==> config.mk <==
export PLATFORM = sky130hd
export DESIGN_NAME = read_control_logic_flat
export DESIGN_NICKNAME = d
export VERILOG_FILES = /design/src/rtl/cdc_fifo_pkg.sv /design/src/rtl/read_control_logic_if.sv /design/src/rtl/gray_to_binary.sv /design/src/rtl/read_control_logic.sv /design/src/flat_wrapper.sv
export SDC_FILE = /design/constraint.sdc
export NUM_CORES = 1
export LEC_CHECK = 0
export CAP_MARGIN = 20
export CORE_MARGIN = 2
export CORE_UTILIZATION = 49
export DETAILED_ROUTE_END_ITERATION = 10
export PLACE_DENSITY = 0.84
export SETUP_SLACK_MARGIN = 0.3
export SYNTH_ARGS = -nofsm -noshare
export SYNTH_HDL_FRONTEND = slang
export SYNTH_SLANG_ARGS = --single-unit
==> constraint.sdc <==
create_clock -name read_clk -period 5.6 [get_ports read_clk]
set_input_delay 0.84 -clock read_clk [delete_from_list [all_inputs] [get_ports read_clk]]
set_output_delay 0.84 -clock read_clk [all_outputs]
set_load 0.005 [all_outputs]
==> src/rtl/cdc_fifo_pkg.sv <==
// Shared constants and Gray-code helpers for both sides of the CDC FIFO.
package cdc_fifo_pkg;

  localparam int PTR_WIDTH  = 4;
  localparam int FIFO_DEPTH = 8;

  typedef logic [PTR_WIDTH-1:0] ptr_t;

  function automatic ptr_t bin2gray(input ptr_t bin);
    return bin ^ (bin >> 1);
  endfunction

  // Each binary bit is the XOR of all Gray bits at or above its position.
  function automatic ptr_t gray2bin(input ptr_t gray);
    ptr_t bin;
    for (int i = 0; i < PTR_WIDTH; i++) begin
      bin[i] = ^(gray >> i);
    end
    return bin;
  endfunction

endpackage

==> src/rtl/read_control_logic_if.sv <==
// Read-side FIFO bus: consumer/synchronizer on the master side, read control on the slave side.
interface read_control_logic_if #(
  parameter int PTR_WIDTH = cdc_fifo_pkg::PTR_WIDTH
);

  logic                 read_enable;
  logic [PTR_WIDTH-1:0] w_synchronization;
  logic                 empty;
  logic [PTR_WIDTH-1:0] read_addr_out;
  logic                 read_enable_out;
  logic [PTR_WIDTH-1:0] read_addr_gray;
  logic [PTR_WIDTH-1:0] read_level;

  modport master (
    output read_enable, w_synchronization,
    input  empty, read_addr_out, read_enable_out, read_addr_gray, read_level
  );

  modport slave (
    input  read_enable, w_synchronization,
    output empty, read_addr_out, read_enable_out, read_addr_gray, read_level
  );

endinterface

==> src/rtl/gray_to_binary.sv <==
// Combinational Gray-to-binary decoder, shared by the read-empty and write-full logic.
module gray_to_binary #(
  parameter int WIDTH = cdc_fifo_pkg::PTR_WIDTH
) (
  input  logic [WIDTH-1:0] gray,
  output logic [WIDTH-1:0] bin
);

  // Per-bit XOR reduction keeps every output bit independent of the others.
  for (genvar gi = 0; gi < WIDTH; gi++) begin : g_bit
    assign bin[gi] = ^(gray >> gi);
  end

endmodule

==> src/rtl/read_control_logic.sv <==
// Read-domain pointer, empty flag and occupancy for the CDC FIFO; pops are gated by the registered empty.
module read_control_logic #(
  parameter int PTR_WIDTH = cdc_fifo_pkg::PTR_WIDTH
) (
  input  logic                 read_clk,
  input  logic                 read_rst,
  read_control_logic_if.slave  bus
);

  logic [PTR_WIDTH-1:0] read_pointer_reg, read_pointer_next;
  logic [PTR_WIDTH-1:0] read_addr_reg, read_addr_next;
  logic [PTR_WIDTH-1:0] read_gray_reg, read_gray_next;
  logic [PTR_WIDTH-1:0] read_level_reg, read_level_next;
  logic                 read_strobe_reg, read_strobe_next;
  logic                 empty_reg, empty_next;
  logic [PTR_WIDTH-1:0] wp_bin;
  logic                 pop;

  gray_to_binary #(.WIDTH(PTR_WIDTH)) u_wp_decode (
    .gray (bus.w_synchronization),
    .bin  (wp_bin)
  );

  // Empty and level always track the live write pointer, with or without a pop.
  always_comb begin
    pop               = bus.read_enable && !empty_reg;
    read_pointer_next = pop ? read_pointer_reg + PTR_WIDTH'(1) : read_pointer_reg;
    read_addr_next    = pop ? read_pointer_reg : read_addr_reg;
    read_strobe_next  = pop;
    read_gray_next    = read_pointer_next ^ (read_pointer_next >> 1);
    empty_next        = (read_pointer_next == wp_bin);
    read_level_next   = wp_bin - read_pointer_next;
  end

  always_ff @(posedge read_clk) begin
    if (read_rst) begin
      read_pointer_reg <= '0;
      read_addr_reg    <= '0;
      read_gray_reg    <= '0;
      read_level_reg   <= '0;
      read_strobe_reg  <= 1'b0;
      empty_reg        <= 1'b1;
    end else begin
      assert (read_level_next <= PTR_WIDTH'(cdc_fifo_pkg::FIFO_DEPTH));
      read_pointer_reg <= read_pointer_next;
      read_addr_reg    <= read_addr_next;
      read_gray_reg    <= read_gray_next;
      read_level_reg   <= read_level_next;
      read_strobe_reg  <= read_strobe_next;
      empty_reg        <= empty_next;
    end
  end

  assign bus.empty           = empty_reg;
  assign bus.read_addr_out   = read_addr_reg;
  assign bus.read_enable_out = read_strobe_reg;
  assign bus.read_addr_gray  = read_gray_reg;
  assign bus.read_level      = read_level_reg;

endmodule
==> src/flat_wrapper.sv <==
// flat-port wrapper written by rule: the top's interface ports become plain ports
module read_control_logic_flat 
#(
  parameter int PTR_WIDTH = cdc_fifo_pkg::PTR_WIDTH
)
  (read_clk, read_rst, bus_read_enable, bus_w_synchronization, bus_empty, bus_read_addr_out, bus_read_enable_out, bus_read_addr_gray, bus_read_level);
  read_control_logic_if #(.PTR_WIDTH(PTR_WIDTH)) bus_i ();
  input  logic read_clk;
  input  logic read_rst;
  input wire logic [$bits(bus_i.read_enable)-1:0] bus_read_enable;
  input wire logic [$bits(bus_i.w_synchronization)-1:0] bus_w_synchronization;
  output wire logic [$bits(bus_i.empty)-1:0] bus_empty;
  output wire logic [$bits(bus_i.read_addr_out)-1:0] bus_read_addr_out;
  output wire logic [$bits(bus_i.read_enable_out)-1:0] bus_read_enable_out;
  output wire logic [$bits(bus_i.read_addr_gray)-1:0] bus_read_addr_gray;
  output wire logic [$bits(bus_i.read_level)-1:0] bus_read_level;
  assign bus_i.read_enable = bus_read_enable;
  assign bus_i.w_synchronization = bus_w_synchronization;
  assign bus_empty = bus_i.empty;
  assign bus_read_addr_out = bus_i.read_addr_out;
  assign bus_read_enable_out = bus_i.read_enable_out;
  assign bus_read_addr_gray = bus_i.read_addr_gray;
  assign bus_read_level = bus_i.read_level;
  read_control_logic #(.PTR_WIDTH(PTR_WIDTH)) u_core (.read_clk(read_clk), .read_rst(read_rst), .bus(bus_i));
endmodule
Word level (Yosys, flattened, before mapping) --
Cells that the tools add are included.
Word-level totals: register bits after elaboration 18, input bits 7, output and inout bits 14
Operators by class: reductions and logical operators 6, bitwise gates (word level) 1, muxes and demuxes 1, $add $sub $neg 2, equality and inequality tests 1
Operator list (count):
- $reduce_xor 4->1 | 4
- $add 4x1->4 const B | 1
- $eq 4x4->1 | 1
- $mux 4 | 1
- $sub 4x4->4 | 1
- $xor 4x3->4 | 1
- $logic_and 1x1->1 | 1
- $logic_not 1->1 | 1

Depth between registers and ports, before layout --
Gate-level depths: netlist of the first run.
depth in word-level cells 4, gate-level depth with buffers 10

Cells and area by module --
A second synthesis of the first run with hierarchy kept.
Second synthesis, totals: cells, all modules 78, area, all modules 767.0 um^2
By module, submodules not included:
- read_control_logic | times used 1, cells each 73, area an instance 716.9 um^2, sequential area each 340.3 um^2
- gray_to_binary | times used 1, cells each 5, area an instance 50.0 um^2, sequential area each 0.0 um^2

Least setup slack after synthesis of the first run --
No wires, ideal clock.
path kind input -> register, start point in bus_w_synchronization[3], end point reg u_core.read_level_reg[2] (netlist: u_core.bus.read_level[2]), data required time 5.479 ns, setup slack 3.122 ns, setup time 0.121 ns, arrival time 2.357 ns, stages 8, path through xor2_1 xnor2_1 xor2_1 ha_1 inv_1 ha_1 o21ai_0 mux2_2
On the way: cells in the longest elaborated chain, start to end 2
Ends and longest elaborated chain:
- start: declaration | RTL line flat_wrapper.sv:11 | input wire logic [$bits(bus_i.w_synchronization)-1:0] bus_w_synchronization;
- $reduce_xor 4->1 | RTL line gray_to_binary.sv:11 | assign bin[gi] = ^(gray >> gi);
- $sub 4x4->4 (*) | RTL line read_control_logic.sv:32 | read_level_next = wp_bin - read_pointer_next;
- end signal: assignment | RTL line read_control_logic.sv:48 | read_level_reg <= read_level_next;
- end: declaration | RTL line read_control_logic.sv:13 | logic [PTR_WIDTH-1:0] read_level_reg, read_level_next;
Every way passes the cells marked *; elsewhere a longest branch is shown, timed or not. A chain may end at the register's enable or synchronous reset.

Final worst setup path of the first run --
Ends and elaborated chain as after synthesis.

==> impl_metrics.env, run 1 <==
export IMPL_vias=673
export IMPL_drive_gt1_frac=0.1000
export IMPL_syn_nets=101
export IMPL_cellPowerDensity_mw_per_mm2=244.6
export IMPL_finalSetupViolCount=0
export IMPL_die_h_um=45.76
export IMPL_syn_area_sq_um=854.6
export IMPL_synth_top_area_frac=0.3982
export IMPL_final_hold_violation_count=0
export IMPL_drc=0
export IMPL_fillCellCount=154
export IMPL_finalCritPeriodShare=0.5248
export IMPL_post_cts_resized=0
export IMPL_final_nets=121
export IMPL_post_drt_wl_per_cell_um=11.59
export IMPL_period_needed_ps=2939
export IMPL_ys_ff_latch=17
export IMPL_endpoint_kind="flip-flop"
export IMPL_cts_tree="done"
export IMPL_gp_congestion=0.7831
export IMPL_path_cells="clkdlybuf4s50_1, xor2_1, xnor2_1, xor2_1, ha_1, inv_1, ha_1, o21ai_0, mux2_2"
export IMPL_areaGrowthSynthToFinish_pct=25.62
export IMPL_core_sq_mm=0.001689
export IMPL_clock_sinks=17
export IMPL_num_rows=15
export IMPL_critPathLaunchType="input port"
export IMPL_fmax_mhz=340.3
export IMPL_routed_wl_um=1472
export IMPL_floorplan_initialDensity=0.5059
export IMPL_netlist_instances=91
export IMPL_ys_seq_area_frac=0.3982
export IMPL_leakagePower_nw=0.4082
export IMPL_reg2reg_depth=6
export IMPL_die_x_um=45.76
export IMPL_path_max_fanout=6
export IMPL_crit_cells=9
export IMPL_synth_distinct_cells=30
export IMPL_cts_max_level=1
export IMPL_clockRootBuffer="clkbuf_4"
export IMPL_post_route_util=0.6356
export IMPL_grt_pass1_wl_um=2401
export IMPL_grtUsageTotal=0.1621
export IMPL_required_ps=5780
export IMPL_critPathBufInv=2
export IMPL_clk_latency_ps=290
export IMPL_postCtsSetupRepairBufs=0
export IMPL_io_pins=21
export IMPL_slew_violations=0
export IMPL_viasPerCell=5.299
export IMPL_grt_setup_unrepaired="no"
export IMPL_synthTopCellsByArea="dfxtp_1 40%, xnor2_1 9.2%, nor2_1 5.3%, nand2_1 4.8%, ha_1 4.4%"
export IMPL_max_stage_delay_ps=570
export IMPL_hp_class="reg2reg"
export IMPL_maxSlewHeadroom=0.6003
export IMPL_dr_pass1_iters=4
export IMPL_ant_nets=0
export IMPL_path_clk_slew_ps=100
export IMPL_numCtsBuffers=3
export IMPL_worst_pin_slew_ps=597.6
export IMPL_cpLargestDelayFamily="XOR/XNOR gates"
export IMPL_grt_max_degree=19
export IMPL_dieArea_sq_mm=0.002094
export IMPL_run_status="complete, no violations"
export IMPL_finalSetupTns_ps=0
export IMPL_synth_top_area_cell="dfxtp_1"
export IMPL_slowest_stage="clkdlybuf4s50_1"
export IMPL_ys_warn_count=0
export IMPL_post_dp_hpwl_um=1140
export IMPL_path_class="in2reg"
export IMPL_grt_antenna_before_repair=0
export IMPL_antenna_cells=0
export IMPL_dr_first_iter_drc_count=11
export IMPL_clock_skew_ps=4.589
export IMPL_critPathArrivalTime_ps=3120
export IMPL_syn_area_per_cell_sq_um=9.391
export IMPL_cts_hold_buffers=0
export IMPL_ir_worst_vdd_uv=148.0
export IMPL_cts_buffer_depth=2
export IMPL_portBuffers=20
export IMPL_first_global_vias=566
export IMPL_grt_overflow_total=0
export IMPL_hold_path_cell_count=2
export IMPL_cap_viol_max_count=0
-- final cells by class --
| class | count | area (sq um) | area share |
|---|---|---|---|
| repair buffers | 20 | 200.2 | 0.1865 |
| multi-input cells | 67 | 476.7 | 0.4441 |
| inverters | 2 | 7.507 | 0.006993 |
| well taps | 17 | 21.27 | 0.01981 |
| clock buffers | 3 | 22.52 | 0.02098 |
| clock inverters | 1 | 5.005 | 0.004662 |
| flip-flops and latches | 17 | 340.3 | 0.3170 |
-- where the power goes --
part | switching [mW] | leakage (nW) | internal (mW)
Sequential | 0.00408 | 0.139 | 0.130
Combinational | 0.0284 | 0.251 | 0.0365
Clock | 0.0372 | 0.0177 | 0.0266
-- metal layers --
metal / vias to the layer above / global-route usage / share of wire
met2: 22 / 0.2704 / 0.49
met3: 4 / 0.03571 / 0.048
met5: - / 0 / 0
met4: 0 / 0.06857 / 0.017
li1: 343 / - / -
met1: 304 / 0.1995 / 0.44
-- Yosys cell counts --
library cell	instances
a221oi_2	1
mux2i_1	2
xor2_1	2
nor3_1	1
inv_1	2
a211o_1	1
xnor2_1	9
a41o_1	1
o21ai_1	1
mux2_2	1
nand3_1	1
clkbuf_1	3
dfxtp_1	17
nand3b_1	2
a211oi_1	1
nor2b_4	1
nand2_1	11
buf_4	1
xor2_4	1
nor2_1	12
nand2b_1	1
or2_2	2
nor2b_1	4
buf_6	1
o22ai_1	1
o21ai_0	1
or4b_1	1
ha_1	3
a21oi_1	5
mux2i_4	1
-- path summary, 6_finish.rpt --
| path | start | end | slack, ps |
|---|---|---|---|
| worst min-delay path | u_core.bus.read_addr_out[2]$_SDFFE_PP0N_ | u_core.bus.read_addr_out[2]$_SDFFE_PP0N_ | 460 |
| worst min register to register | u_core.bus.read_addr_out[2]$_SDFFE_PP0N_ | u_core.bus.read_addr_out[2]$_SDFFE_PP0N_ | 460 |
| worst max-delay path | bus_w_synchronization[3] | u_core.bus.read_level[2]$_SDFF_PP0_ | 2660 |
| worst max register to register | u_core.read_pointer_reg[1]$_SDFF_PP0_ | u_core.bus.read_level[2]$_SDFF_PP0_ | 3590 |
-- worst register-to-register path, cell delays in order (launching register included) --
cell and delay, ps:
dfxtp_1 420, ha_1 290, mux2i_4 320, xnor2_1 140
ha_1 220, o21ai_0 180, mux2_2 350
-- cells by family (layout without fill, tap and decap cells) --
| logic type | Yosys count | after routing | share of synthesized area |
|---|---|---|---|
| simple gates | 36 | 36 | 0.2093 |
| flops | 17 | 17 | 0.3982 |
| compound gates | 12 | 12 | 0.09662 |
| xor+xnor | 12 | 12 | 0.1450 |
| buf+inv | 7 | 26 | 0.04393 |
| mux | 4 | 4 | 0.06296 |
| fa+ha+maj | 3 | 3 | 0.04393 |
-- layout by cell type, fill, tap and decap left out --
cell / count
nor2_1: 12
nand2_1: 11
mux2i_4: 1
o21ai_0: 1
mux2i_1: 2
dfxtp_1: 17
nor3_1: 1
or4b_1: 1
a211oi_1: 1
nor2b_4: 1
xor2_4: 1
ha_1: 3
nand3_1: 1
a21oi_1: 5
clkbuf_4: 3
mux2_2: 1
nor2b_1: 4
xor2_1: 2
o22ai_1: 1
a211o_1: 1
or2_2: 2
clkdlybuf4s50_1: 20
xnor2_1: 9
a41o_1: 1
o21ai_1: 1
inv_1: 2
clkinv_2: 1
a221oi_2: 1
nand3b_1: 2
nand2b_1: 1
-- stage by stage --
stage               instance area (sq um)  instances  hold WS [ps]  total power [mW]  setup WS [ps]
detailed placement                   1046        123         447.1            0.2018           2381
finish                               1074        127         455.7            0.2626           2661
CTS                                  1074        127         460.2            0.2646           2679
floorplan                           854.6         91         452.7            0.1760           3122
global placement                     1046        123         442.5            0.2004           2478
global route                         1074        127         485.4            0.2760           2450
(Power assumes the default switching activity.)
==> inputs of run 2 (changes only) <==
CORE_UTILIZATION = 42   (was 49)
PLACE_DENSITY = 0.77   (was 0.84)
clock period = 2.6 ns   (was 5.6 ns; I/O delays follow)
==> impl_metrics.env, run 2 (synthesized netlist as in run 1, its figures left out) <==
export IMPL_final_nets=129
export IMPL_path_cells="clkdlybuf4s50_1, nor2b_4, xnor2_1, inv_1, ha_1, inv_1, ha_1, nand2_1, o21ai_1, mux2_2"
export IMPL_cpLargestDelayFamily="buffers and inverters"
export IMPL_worstSetupStartpoint="bus_read_enable"
export IMPL_die_h_um=49.11
export IMPL_grt_busiest_layer="met2"
export IMPL_finalSetupViolCount=0
export IMPL_routed_wl_um=1618
export IMPL_floorplan_initialDensity=0.4401
export IMPL_clk_latency_ps=280
export IMPL_numCtsBuffers=3
export IMPL_ant_nets=0
export IMPL_post_drt_wl_per_cell_um=11.16
export IMPL_finalCritPeriodShare=0.8330
export IMPL_period_needed_ps=2166
export IMPL_grt_setup_unrepaired="no"
export IMPL_p_seq_frac=0.496
export IMPL_grtUsageTotal=0.1513
export IMPL_max_stage_delay_ps=500
export IMPL_run_status="complete, no violations"
export IMPL_cts_max_level=1
export IMPL_layout_common_cells="18 x clkdlybuf4s50_1, 17 x dfxtp_1, 12 x nor2_1"
export IMPL_final_hold_violation_count=0
export IMPL_gp_congestion=0.8909
export IMPL_grt_max_degree=16
export IMPL_num_rows=16
export IMPL_p_total_uw=582.9
export IMPL_cts_tree="done"
export IMPL_post_route_util=0.5999
export IMPL_critPathBufInv=3
export IMPL_viasPerCell=4.924
export IMPL_critPathLaunchType="input port"
export IMPL_drive_gt1_frac=0.1695
export IMPL_met1_usage=0.1776
export IMPL_met2_usage=0.2703
export IMPL_r2r_start="u_core.read_pointer_reg[1]$_SDFF_PP0_"
export IMPL_path_class="in2reg"
export IMPL_die_x_um=49.11
export IMPL_dr_first_iter_drc_count=12
export IMPL_slew_violations=0
export IMPL_dieArea_sq_mm=0.002411
export IMPL_slowest_stage="clkdlybuf4s50_1"
export IMPL_areaGrowthSynthToFinish_pct=36.31
export IMPL_cts_buffer_depth=2
export IMPL_hp_class="reg2reg"
export IMPL_r2r_setup_slack_ps=690
export IMPL_intPower_uw=432.9
export IMPL_clock_sinks=17
export IMPL_clock_skew_ps=6.758
export IMPL_switching_share=0.2574
export IMPL_worst_pin_slew_ps=329.0
export IMPL_dr_pass1_iters=4
export IMPL_r2r_end="u_core.bus.read_level[3]$_SDFF_PP0_"
export IMPL_fillCellCount=186
export IMPL_required_ps=2780
export IMPL_post_dp_hpwl_um=1244
export IMPL_final_common_cell="clkdlybuf4s50_1"
export IMPL_ir_worst_vdd_uv=299.2
export IMPL_grt_use_met3=0.01840
export IMPL_antenna_cells=0
export IMPL_critPathArrivalTime_ps=2340
export IMPL_netSwitchingPower_uw=150.0
export IMPL_first_global_vias=683
export IMPL_grt_pass1_wl_um=2808
export IMPL_leakagePower_nw=0.4680
export IMPL_path_clk_slew_ps=90
export IMPL_reg2reg_depth=6
export IMPL_endpoint_kind="flip-flop"
export IMPL_grt_antenna_before_repair=0
export IMPL_path_max_fanout=6
export IMPL_cap_viol_max_count=0
export IMPL_vias=714
export IMPL_p_clk_frac=0.227
export IMPL_cts_hold_buffers=0
export IMPL_cellPowerDensity_mw_per_mm2=500.4
export IMPL_cp_endpoint="u_core.bus.read_level[2]$_SDFF_PP0_"
export IMPL_grt_overflow_total=0
export IMPL_maxSlewHeadroom=0.7794
export IMPL_io_pins=21
export IMPL_power_frac_comb=0.277
export IMPL_fmax_mhz=461.7
export IMPL_finalSetupTns_ps=0
export IMPL_core_sq_mm=0.001942
export IMPL_clockRootBuffer="clkbuf_4"
export IMPL_crit_cells=10
export IMPL_portBuffers=20
export IMPL_drc=0
run 2: cell types whose count changed in the layout (fill, tap and decap cells not counted):
cell	before	now
xor2_2	0	1
clkdlybuf4s50_1	20	18
clkinv_2	1	0
xor2_1	2	1
o21ai_1	1	2
dlymetal6s2s_1	0	2
xnor2_2	0	1
buf_4	0	8
clkbuf_1	0	1
xnor2_1	9	8
o21ai_0	1	0
run 2: power by group through the flow:
stage | Combinational [mW] | Sequential (mW) | Clock [mW]
floorplan | 0.0826 | 0.296 | 0
global placement | 0.153 | 0.294 | 0
detailed placement | 0.155 | 0.295 | 0
CTS | 0.159 | 0.289 | 0.138
global route | 0.176 | 0.291 | 0.156
finish | 0.161 | 0.289 | 0.133
run 2: how the worst min path moves through the flow:
| stage | from | to | slack, ps | cells after the start |
|---|---|---|---|---|
| final | u_core.bus.read_addr_out[2]$_SDFFE_PP0N_ | u_core.bus.read_addr_out[2]$_SDFFE_PP0N_ | 460 | 2 |
| after global routing | u_core.bus.read_addr_out[0]$_SDFFE_PP0N_ | u_core.bus.read_addr_out[0]$_SDFFE_PP0N_ | 490 | 2 |
| after CTS | u_core.bus.read_addr_out[2]$_SDFFE_PP0N_ | u_core.bus.read_addr_out[2]$_SDFFE_PP0N_ | 460 | 2 |
| after detailed placement | u_core.bus.read_addr_out[2]$_SDFFE_PP0N_ | u_core.bus.read_addr_out[2]$_SDFFE_PP0N_ | 450 | 2 |
| after global placement | u_core.bus.read_addr_out[3]$_SDFFE_PP0N_ | u_core.bus.read_addr_out[3]$_SDFFE_PP0N_ | 440 | 2 |
| after floorplan | u_core.bus.read_addr_out[0]$_SDFFE_PP0N_ | u_core.bus.read_addr_out[0]$_SDFFE_PP0N_ | 450 | 2 |
run 2: per-stage QoR:
stage / hold slack [ps] / std cells / area (sq um) / setup WS [ps]
2_1_floorplan: 452.7 / 91 / 854.6 / 571.9
3_3_place_gp: 441.6 / 140 / 1111 / 83.82
3_5_place_dp: 448.2 / 140 / 1111 / -44.80
4_1_cts: 461.4 / 144 / 1152 / 312.8
5_1_grt: 488.4 / 145 / 1165 / 341.4
6_report: 457.5 / 145 / 1165 / 434.3
run 2: worst reg2reg max path, cell delays in order (launching register included):
cell and delay [ps]:
dfxtp_1 440, ha_1 190, nand3b_1 160, xor2_4 320, a211oi_1 160, or4b_1 490, o21ai_1 80
run 2: metal layers:
metal	vias to the layer above	part of all wire
met2	18	0.51
met3	2	0.054
met5	-	0
met1	337	0.42
li1	357	-
met4	0	0.012
run 2: repair_timing:
item                       4_1_cts  5_1_grt
gates resized for setup          2        3
buffers inserted                 0        1
pin swaps                        0        2
setup endpoints to repair        1        2
run 2: layout make-up:
cell class	instances	area (sq um)	share of cell area
Multi-Input combinational cell	67	491.7	0.4221
Sequential cell	17	340.3	0.2922
Timing Repair Buffer	28	265.3	0.2277
Tap cell	27	33.78	0.02900
Clock buffer	4	26.28	0.02256
Inverter	2	7.507	0.006445
